--- src/rtl/icache_dm_if.sv ---
// Fetch-side and refill-side signals of the direct-mapped instruction cache.
// master = fetch stage plus instruction memory, slave = the cache.
interface icache_dm_if #(
  parameter int ADDR_WIDTH = 32,
  parameter int DATA_WIDTH = 32
);
  logic                  cpu_rd;
  logic [ADDR_WIDTH-1:0] cpu_addr;
  logic [DATA_WIDTH-1:0] cpu_data;
  logic                  cpu_hit;
  logic                  cpu_stall;
  logic                  flush;
  logic                  mem_req;
  logic [ADDR_WIDTH-1:0] mem_addr;
  logic [DATA_WIDTH-1:0] mem_data;
  logic                  mem_ack;

  modport master (
    output cpu_rd, cpu_addr, flush, mem_data, mem_ack,
    input  cpu_data, cpu_hit, cpu_stall, mem_req, mem_addr
  );

  modport slave (
    input  cpu_rd, cpu_addr, flush, mem_data, mem_ack,
    output cpu_data, cpu_hit, cpu_stall, mem_req, mem_addr
  );
endinterface

--- src/rtl/icache_dm.sv ---
// Direct-mapped instruction cache: same-cycle hits, single-line refill on miss,
// one word per memory handshake, whole-cache flush.
module icache_dm #(
  parameter int ADDR_WIDTH = 32,
  parameter int DATA_WIDTH = 32,
  parameter int LINE_WORDS = 4,
  parameter int LINES      = 16
) (
  input logic        clk,
  input logic        reset,
  icache_dm_if.slave bus
);
  // state  | meaning
  // IDLE   | lookup; hit served same cycle, miss launches a refill
  // REFILL | fetching the latched line, one word per mem_ack
  localparam logic [0:0] IDLE   = 1'b0;
  localparam logic [0:0] REFILL = 1'b1;

  localparam int OFF_W  = $clog2(LINE_WORDS);
  localparam int IDX_W  = $clog2(LINES);
  localparam int LO_W   = OFF_W + 2;
  localparam int TAG_W  = ADDR_WIDTH - IDX_W - LO_W;
  localparam int LINE_W = ADDR_WIDTH - LO_W;

  logic [0:0]            state;
  logic [LINES-1:0]      valid;
  logic [TAG_W-1:0]      tag_mem  [LINES];
  logic [DATA_WIDTH-1:0] data_mem [LINES][LINE_WORDS];
  logic [LINE_W-1:0]     line_addr;
  logic [OFF_W-1:0]      beat;
  logic                  flush_pend;

  logic [OFF_W-1:0] req_off;
  logic [IDX_W-1:0] req_idx;
  logic [TAG_W-1:0] req_tag;
  logic [IDX_W-1:0] fill_idx;
  logic [TAG_W-1:0] fill_tag;
  logic             miss_start;
  logic             beat_wr;
  logic             last_beat;

  assign req_off  = bus.cpu_addr[LO_W-1:2];
  assign req_idx  = bus.cpu_addr[LO_W +: IDX_W];
  assign req_tag  = bus.cpu_addr[ADDR_WIDTH-1 -: TAG_W];
  assign fill_idx = line_addr[IDX_W-1:0];
  assign fill_tag = line_addr[LINE_W-1 -: TAG_W];

  assign bus.cpu_hit   = (state == IDLE) && bus.cpu_rd && valid[req_idx] &&
                         (tag_mem[req_idx] == req_tag);
  assign bus.cpu_stall = bus.cpu_rd && !bus.cpu_hit;
  assign bus.cpu_data  = data_mem[req_idx][req_off];

  assign miss_start = (state == IDLE) && bus.cpu_stall;
  assign beat_wr    = (state == REFILL) && bus.mem_ack;
  assign last_beat  = beat_wr && (beat == OFF_W'(LINE_WORDS - 1));

  always_ff @(posedge clk) begin
    if (reset) begin
      state        <= IDLE;
      valid        <= '0;
      line_addr    <= '0;
      beat         <= '0;
      flush_pend   <= 1'b0;
      bus.mem_req  <= 1'b0;
      bus.mem_addr <= '0;
    end else begin
      case (state)
        IDLE: begin
          // The lookup above already used the pre-flush valid bits.
          if (bus.flush) valid <= '0;
          if (miss_start) begin
            line_addr    <= bus.cpu_addr[ADDR_WIDTH-1:LO_W];
            bus.mem_addr <= {bus.cpu_addr[ADDR_WIDTH-1:LO_W], {LO_W{1'b0}}};
            bus.mem_req  <= 1'b1;
            beat         <= '0;
            state        <= REFILL;
          end
        end
        default: begin
          if (bus.flush) flush_pend <= 1'b1;
          if (beat_wr) begin
            beat <= beat + 1'b1;
            if (last_beat) begin
              // A flush seen during the refill leaves the new line invalid too.
              if (flush_pend || bus.flush) valid <= '0;
              else valid[fill_idx] <= 1'b1;
              flush_pend  <= 1'b0;
              bus.mem_req <= 1'b0;
              state       <= IDLE;
            end else begin
              bus.mem_addr <= bus.mem_addr + ADDR_WIDTH'(4);
            end
          end
        end
      endcase
    end
  end

  always_ff @(posedge clk) begin
    if (beat_wr && !reset) data_mem[fill_idx][beat] <= bus.mem_data;
    if (last_beat && !reset) tag_mem[fill_idx] <= fill_tag;
  end
endmodule

--- src/flat_wrapper.sv ---
// flat-port wrapper written by rule: the top's interface ports become plain ports
module icache_dm_flat 
#(
  parameter int ADDR_WIDTH = 32,
  parameter int DATA_WIDTH = 32,
  parameter int LINE_WORDS = 4,
  parameter int LINES      = 16
)
  (clk, reset, bus_cpu_rd, bus_cpu_addr, bus_flush, bus_mem_data, bus_mem_ack, bus_cpu_data, bus_cpu_hit, bus_cpu_stall, bus_mem_req, bus_mem_addr);
  icache_dm_if #(.ADDR_WIDTH(ADDR_WIDTH), .DATA_WIDTH(DATA_WIDTH)) bus_i ();
  input logic clk;
  input logic reset;
  input wire logic [$bits(bus_i.cpu_rd)-1:0] bus_cpu_rd;
  input wire logic [$bits(bus_i.cpu_addr)-1:0] bus_cpu_addr;
  input wire logic [$bits(bus_i.flush)-1:0] bus_flush;
  input wire logic [$bits(bus_i.mem_data)-1:0] bus_mem_data;
  input wire logic [$bits(bus_i.mem_ack)-1:0] bus_mem_ack;
  output wire logic [$bits(bus_i.cpu_data)-1:0] bus_cpu_data;
  output wire logic [$bits(bus_i.cpu_hit)-1:0] bus_cpu_hit;
  output wire logic [$bits(bus_i.cpu_stall)-1:0] bus_cpu_stall;
  output wire logic [$bits(bus_i.mem_req)-1:0] bus_mem_req;
  output wire logic [$bits(bus_i.mem_addr)-1:0] bus_mem_addr;
  assign bus_i.cpu_rd = bus_cpu_rd;
  assign bus_i.cpu_addr = bus_cpu_addr;
  assign bus_i.flush = bus_flush;
  assign bus_i.mem_data = bus_mem_data;
  assign bus_i.mem_ack = bus_mem_ack;
  assign bus_cpu_data = bus_i.cpu_data;
  assign bus_cpu_hit = bus_i.cpu_hit;
  assign bus_cpu_stall = bus_i.cpu_stall;
  assign bus_mem_req = bus_i.mem_req;
  assign bus_mem_addr = bus_i.mem_addr;
  icache_dm #(.ADDR_WIDTH(ADDR_WIDTH), .DATA_WIDTH(DATA_WIDTH), .LINE_WORDS(LINE_WORDS), .LINES(LINES)) u_core (.clk(clk), .reset(reset), .bus(bus_i));
endmodule
--- config.mk ---
export PLATFORM = sky130hd
export DESIGN_NAME = icache_dm_flat
export DESIGN_NICKNAME = d
export VERILOG_FILES = /design/src/rtl/icache_dm_if.sv /design/src/rtl/icache_dm.sv /design/src/flat_wrapper.sv
export SDC_FILE = /design/constraint.sdc
export NUM_CORES = 2
export LEC_CHECK = 0
export CELL_PAD_IN_SITES_DETAIL_PLACEMENT = 1
export CELL_PAD_IN_SITES_GLOBAL_PLACEMENT = 2
export CORE_UTILIZATION = 37
export CTS_BUF_LIST = sky130_fd_sc_hd__clkbuf_8
export DETAILED_ROUTE_END_ITERATION = 6
export GPL_TIMING_DRIVEN = 0
export PLACE_DENSITY_LB_ADDON = 0.1
export SLEW_MARGIN = 10
export SYNTH_ARGS = -nofsm -noshare
export SYNTH_HDL_FRONTEND = slang
export SYNTH_SLANG_ARGS = --single-unit
--- constraint.sdc ---
create_clock -name clk -period 6.4 [get_ports clk]
set_input_delay 1.92 -clock clk [delete_from_list [all_inputs] [get_ports clk]]
set_output_delay 1.92 -clock clk [all_outputs]
set_load 0.05 [all_outputs]
# Word level (Yosys, flattened, before mapping)
# Memories as Yosys holds them, arrays and structs flattened.
# Index checks and enable logic that the tools add are counted.
dict set report totals {
  regBits 81
  ram_bits 2432
  input_bits 69
  elab_cells 83
  memories 2
}
dict set report op_classes {
  n_addsub 2
  n_lt_le_gt_ge 6
  n_eq_ne 5
  mux 36
  bitwise_logic 4
  n_reduce_logical 21
}
# name words width read_ports rd_ports_with_merged_regs write_ports line_no
set mem_list {}
lappend mem_list {u_core.data_mem 16 128 1 0 1 icache_dm.sv:28} ;# logic [DATA_WIDTH-1:0] data_mem [LINES][LINE_WORDS];
lappend mem_list {u_core.tag_mem 16 24 1 0 1 icache_dm.sv:27} ;# logic [TAG_W-1:0] tag_mem [LINES];
# cell count
set op_table {}
lappend op_table {{32-bit 2-to-1 mux} 7}
lappend op_table {{128-bit 2-to-1 mux} 1}
lappend op_table {{16-bit 2-to-1 mux} 5}
lappend op_table {{32-bit binary-select mux with 2-bit select} 1}
lappend op_table {{32-bit demux with 2-bit select} 1}
lappend op_table {{32-bit by 3-bit adder with 32-bit output (second input constant)} 1}
lappend op_table {{24-bit == test} 1}
lappend op_table {{1-bit 2-to-1 mux} 16}
lappend op_table {{16-bit OR} 1}
lappend op_table {{1-bit logical AND} 11}
lappend op_table {{4-bit by 5-bit < comparator with 1-bit output (second input constant)} 2}
lappend op_table {{3-bit AND reduction} 3}
lappend op_table {{3-bit >= comparator (second input constant)} 2}
lappend op_table {{2-bit 2-to-1 mux} 3}
lappend op_table {{2-bit != test (second input constant)} 3}
lappend op_table {{2-bit inverter with 3-bit output} 2}
lappend op_table {{1-bit binary-select mux with 4-bit select} 1}
lappend op_table {{1-bit demux with 4-bit select} 1}
lappend op_table {{4-bit by 1-bit >= comparator with 1-bit output (second input constant)} 1}
lappend op_table {{2-bit AND reduction} 2}
lappend op_table {{2-bit nonzero test} 2}
lappend op_table {{3-bit by 1-bit < comparator with 1-bit output (second input constant)} 1}
lappend op_table {{2-bit by 1-bit adder with 2-bit output (second input constant)} 1}
lappend op_table {{2-bit == test (second input constant)} 1}
lappend op_table {{other kinds (3)} 4}

# Depth between registers and ports, before layout
dict set report logic_depth {
  ltp_word 9
  depth_mapped 15
  depth_no_buf 10
}

# Least setup slack after synthesis
# No wires, ideal clock.
dict set report synth_timing {
  kind {input-to-output}
  from {input bus_cpu_addr[5]}
  to {output bus_cpu_hit}
  t_arrival_ps 5426
  t_required_ps 4480
  setup_slack_ps -946
  stages 12
  n_path_buf 4
  path_cell_list {buf_6 > buf_6 > buf_4 > buf_4 > mux2i_1 > o22ai_1 > nor2_1 > xnor2_1 > a211oi_1 > nand4_1 > a211o_1 > nor4b_1}
}
dict set report synth_between {
  elab_chain_len 4
}
# item line_no
set synth_rtl {}
lappend synth_rtl {{from (decl)} flat_wrapper.sv:14} ;# input wire logic [$bits(bus_i.cpu_addr)-1:0] bus_cpu_addr;
lappend synth_rtl {{parallel branches: the longest is 3 deep, another holds memory 16 x 24 bit} --}
lappend synth_rtl {{1-bit logical AND *} icache_dm.sv:48} ;# assign bus.cpu_hit = (state == IDLE) && bus.cpu_rd && valid[req_idx] &&
lappend synth_rtl {{to (decl)} flat_wrapper.sv:19} ;# output wire logic [$bits(bus_i.cpu_hit)-1:0] bus_cpu_hit;
# Every way passes the cells marked *. The select of a mux whose other input is x is not followed.

# Worst setup path in the final report
dict set report layout_timing {
  from {input bus_cpu_addr[5]}
  to {output bus_cpu_data[30]}
}
dict set report layout_between {
  elab_chain_len 4
}
# item line_no
set layout_rtl {}
lappend layout_rtl {{memory 16 x 128 bit} --}
lappend layout_rtl {{32-bit binary-select mux with 2-bit select} icache_dm.sv:51} ;# assign bus.cpu_data = data_mem[req_idx][req_off];
lappend layout_rtl {{32-bit 2-to-1 mux (implied by the code) (2 in a row)} icache_dm.sv:51}
lappend layout_rtl {{to (decl)} flat_wrapper.sv:18} ;# output wire logic [$bits(bus_i.cpu_data)-1:0] bus_cpu_data;
# No other way between the ends. The select of a mux whose other input is x is not followed.

==> results.json <==
{
  "min_from": "u_core.valid[6]",
  "drv_slew": 0,
  "postLayoutCellArea_um2": 119000,
  "io_pins": 136,
  "skew_ns": 0.0979,
  "synth_area_leaders": "edfxtp_1 75%, mux4_2 17%, dfxtp_1 1.6%",
  "r2r-end": "u_core.data_mem[10][45]",
  "r2r_cells": 8,
  "clk_latency_ns": 1.08,
  "placedCellCount": 8078,
  "status": "finished, violations left",
  "drt_iter0_drc": 5523,
  "tightest_slew_ns": 1.33,
  "critPathCaptureType": "output pin",
  "clock_sinks": 2511,
  "rsz0062_at_grt": "yes",
  "antenna_found_initial": 28,
  "layout-drive-gt1-share": 0.353,
  "clkPwrFrac": 0.388,
  "dpl.hpwl_mm": 210,
  "netlist_area_um2": 97100,
  "max_slew_margin": 0.111,
  "grt_usage": 0.238,
  "vias_per_cell": 5.56,
  "cellLeakagePower_nw": 38.3,
  "ys_async_sr_fraction": 0,
  "ys_ff_latch": 2511,
  "fin_crit_sh": 1.10,
  "synth_area_leader_cell": "edfxtp_1",
  "synthDistinctLibCells": 71,
  "route.detailed.drc": 0,
  "yosysSeqAreaShare": 0.768,
  "p_switching_mw": 8.20,
  "row_count": 187,
  "final_cell_mix": "2432 x edfxtp_1, 723 x mux4_2, 456 x clkbuf_8",
  "setup_viol_count_final": 34,
  "endpoint": "bus_cpu_data[30]",
  "fin_cells": 8951,
  "grt_max_degree": 56,
  "crit_start": "bus_cpu_addr[5]",
  "final.setup.worst_slack_ns": -0.617,
  "ir_drop_uv": 158,
  "p_sw_frac": 0.243,
  "start_util": 0.373,
  "synth-warning-count": 0,
  "synth_top_area_share": 0.752,
  "io_buffers": 127,
  "p_per_area_nw_per_um2": 284,
  "path_clk_slew_ns": 0.06,
  "start_kind": "primary input",
  "place_area_um2": 108000,
  "syn_inst": 4287,
  "sequentialPowerShare": 0.537,
  "clock.fmax_mhz": 143,
  "layout_commonest_cell": "edfxtp_1",
  "fp.dieH_um": 514,
  "route.vias.total": 49800,
  "intPower_mw": 25.6,
  "grt_pass1_vias": 52100,
  "hold_class": "register to register",
  "area_delta_synth_final_pct": 22.4,
  "fin_hold_ws_ns": 0.473,
  "cts_inserted_buffers": 427,
  "grt_pass1_wl_mm": 432,
  "hold_viol_final": 0,
  "required_ns": 4.48,
  "final_nets": 5191,
  "cts_htree_levels": 5,
  "reg2reg_slack_ns": 2.21,
  "dieArea_um2": 265000,
  "fin_crit_ns": 7.02,
  "cap_violations": 0,
  "rr_startpoint": "u_core.state",
  "cp_max_fo": 7,
  "comb_power_share": 0.075,
  "cts_root_buf": "clkbuf_8",
  "grt_overflow": 0,
  "synth_area_per_cell_um2": 22.7,
  "synth_edf_count": 2432,
  "coreArea_um2": 260000,
  "routabilityCongestion": 0.804,
  "cts_tree": "yes",
  "die_x_um": 514,
  "violations": "negative setup slack",
  "arrival_ns": 5.10,
  "firstDrtPassIters": 5,
  "ys.flop_type": "edfxtp_1",
  "critical_path_class": "primary input to output pin",
  "clock_path_buffers": 4,
  "routedWlPerCell_um": 35.5,
  "wl_mm": 317,
  "postRouteAntennaNets": 0
}
==> timing repair <==
action | 4_1_cts | 5_1_grt
endpoints found under the setup margin | 34 | 34
endpoints found under the hold margin | 0 | 0
hold buffers | 0 | 0
pin swaps | 8 | 5
gates resized for setup | 633 | 87
buffers inserted | 56 | 27
gates cloned | 19 | 7
==> state kept, by name, summed over array words and instances (netlist names) <==
name	flops
u_core.data_mem	2048
u_core.tag_mem	384
u_core.bus.mem_addr	30
u_core.line_addr	28
u_core.valid	16
u_core.beat	2
u_core.bus.mem_req	1
u_core.flush_pend	1
u_core.state	1
==> worst min-delay path by stage <==
stage / end / slack (ns) / cells past startpoint
floorplan: u_core.valid[4] / 0.43 / 2
global placement: u_core.valid[6] / 0.44 / 2
detailed placement: u_core.valid[6] / 0.46 / 2
CTS: u_core.valid[6] / 0.47 / 2
global route: u_core.valid[1] / 0.51 / 2
finish: u_core.valid[6] / 0.47 / 2
==> power by group through the flow <==
stage	combinational (mW)	clock [mW]	sequential (mW)
final	2.53	13.1	18.1
after global placement	2.15	0	18.5
after floorplan	1.12	0	18.5
after detailed placement	2.22	0	18.5
after CTS	2.48	13.4	18.1
after global routing	2.63	14.0	18.1
==> cell type report <==
type | count | area [um2]
buffer | 233 | 3310
antenna | 5 | 12.5
inverter | 14 | 58.8
tap | 3496 | 4370
sequential | 2511 | 74600
timing repair buffer | 402 | 6590
multi-input combinational | 1528 | 22400
clock inverter | 322 | 1460
clock buffer | 440 | 6060
fill | 23700 | 141000
==> critical path, cell delays in order <==
cell and delay [ns]:
buf_8 0.08, buf_8 0.12, buf_12 0.13, buf_12 0.12, buf_16 0.15, buf_16 0.20
clkbuf_16 0.22, clkbuf_16 0.21, mux4_2 0.42, mux4_2 0.57, mux4_2 0.65, buf_8 0.22
==> stage by stage <==
step	setup slack, ns	util	setup TNS, ns	power, mW
floorplan	0.00550	-	0	19.6
global placement	-4.18	0.398	-3727.10	20.7
detailed placement	-3.67	0.414	-135.35	20.7
CTS	-0.577	0.454	-16.85	34.0
global route	-0.660	0.457	-17.50	34.8
finish	-0.617	0.457	-16.45	33.8
==> cell usage after synthesis (9+ instances only) <==
library cell,instances
a31oi_1,25
nand4_1,17
buf_1,34
nor2_1,140
nand2_1,78
dfxtp_1,79
nand3_1,59
mux2i_1,88
o21ai_0,60
a22o_1,15
buf_4,20
mux2_2,30
inv_1,13
nor3_1,9
o22ai_1,17
a221o_1,9
xnor2_1,12
xor2_1,13
mux4_2,723
clkbuf_1,99
edfxtp_1,2432
a21oi_1,68
buf_2,79
nor2b_1,23
==> cells by family (layout without fill, tap and decap cells) <==
kind of cell / count (synthesis) / count (layout) / share of synthesized area
adders and majority gates: 5 / 5 / 0.000644
AOI/OAI and AO/OA: 271 / 271 / 0.0181
xor gates and xnor gates: 25 / 25 / 0.00225
and+or+nand+nor: 384 / 384 / 0.0188
other: 1 / 7 / 0.0000386
DFF: 2511 / 2511 / 0.768
muxes: 841 / 841 / 0.180
buffers and inverters: 249 / 1411 / 0.0116
==> per-layer routing <==
| metal | share of wire | GRT usage | up-vias | wire [um] |
|---|---|---|---|---|
| met4 | 0.021 | 0.0545 | 0 | 6750 |
| met1 | 0.44 | 0.337 | 27600 | 140000 |
| met3 | 0.059 | 0.0388 | 396 | 18800 |
| li1 | - | - | 20100 | - |
| met5 | 0 | 0 | - | 0 |
| met2 | 0.48 | 0.386 | 1700 | 152000 |
Power figures use the tool's default switching activity.
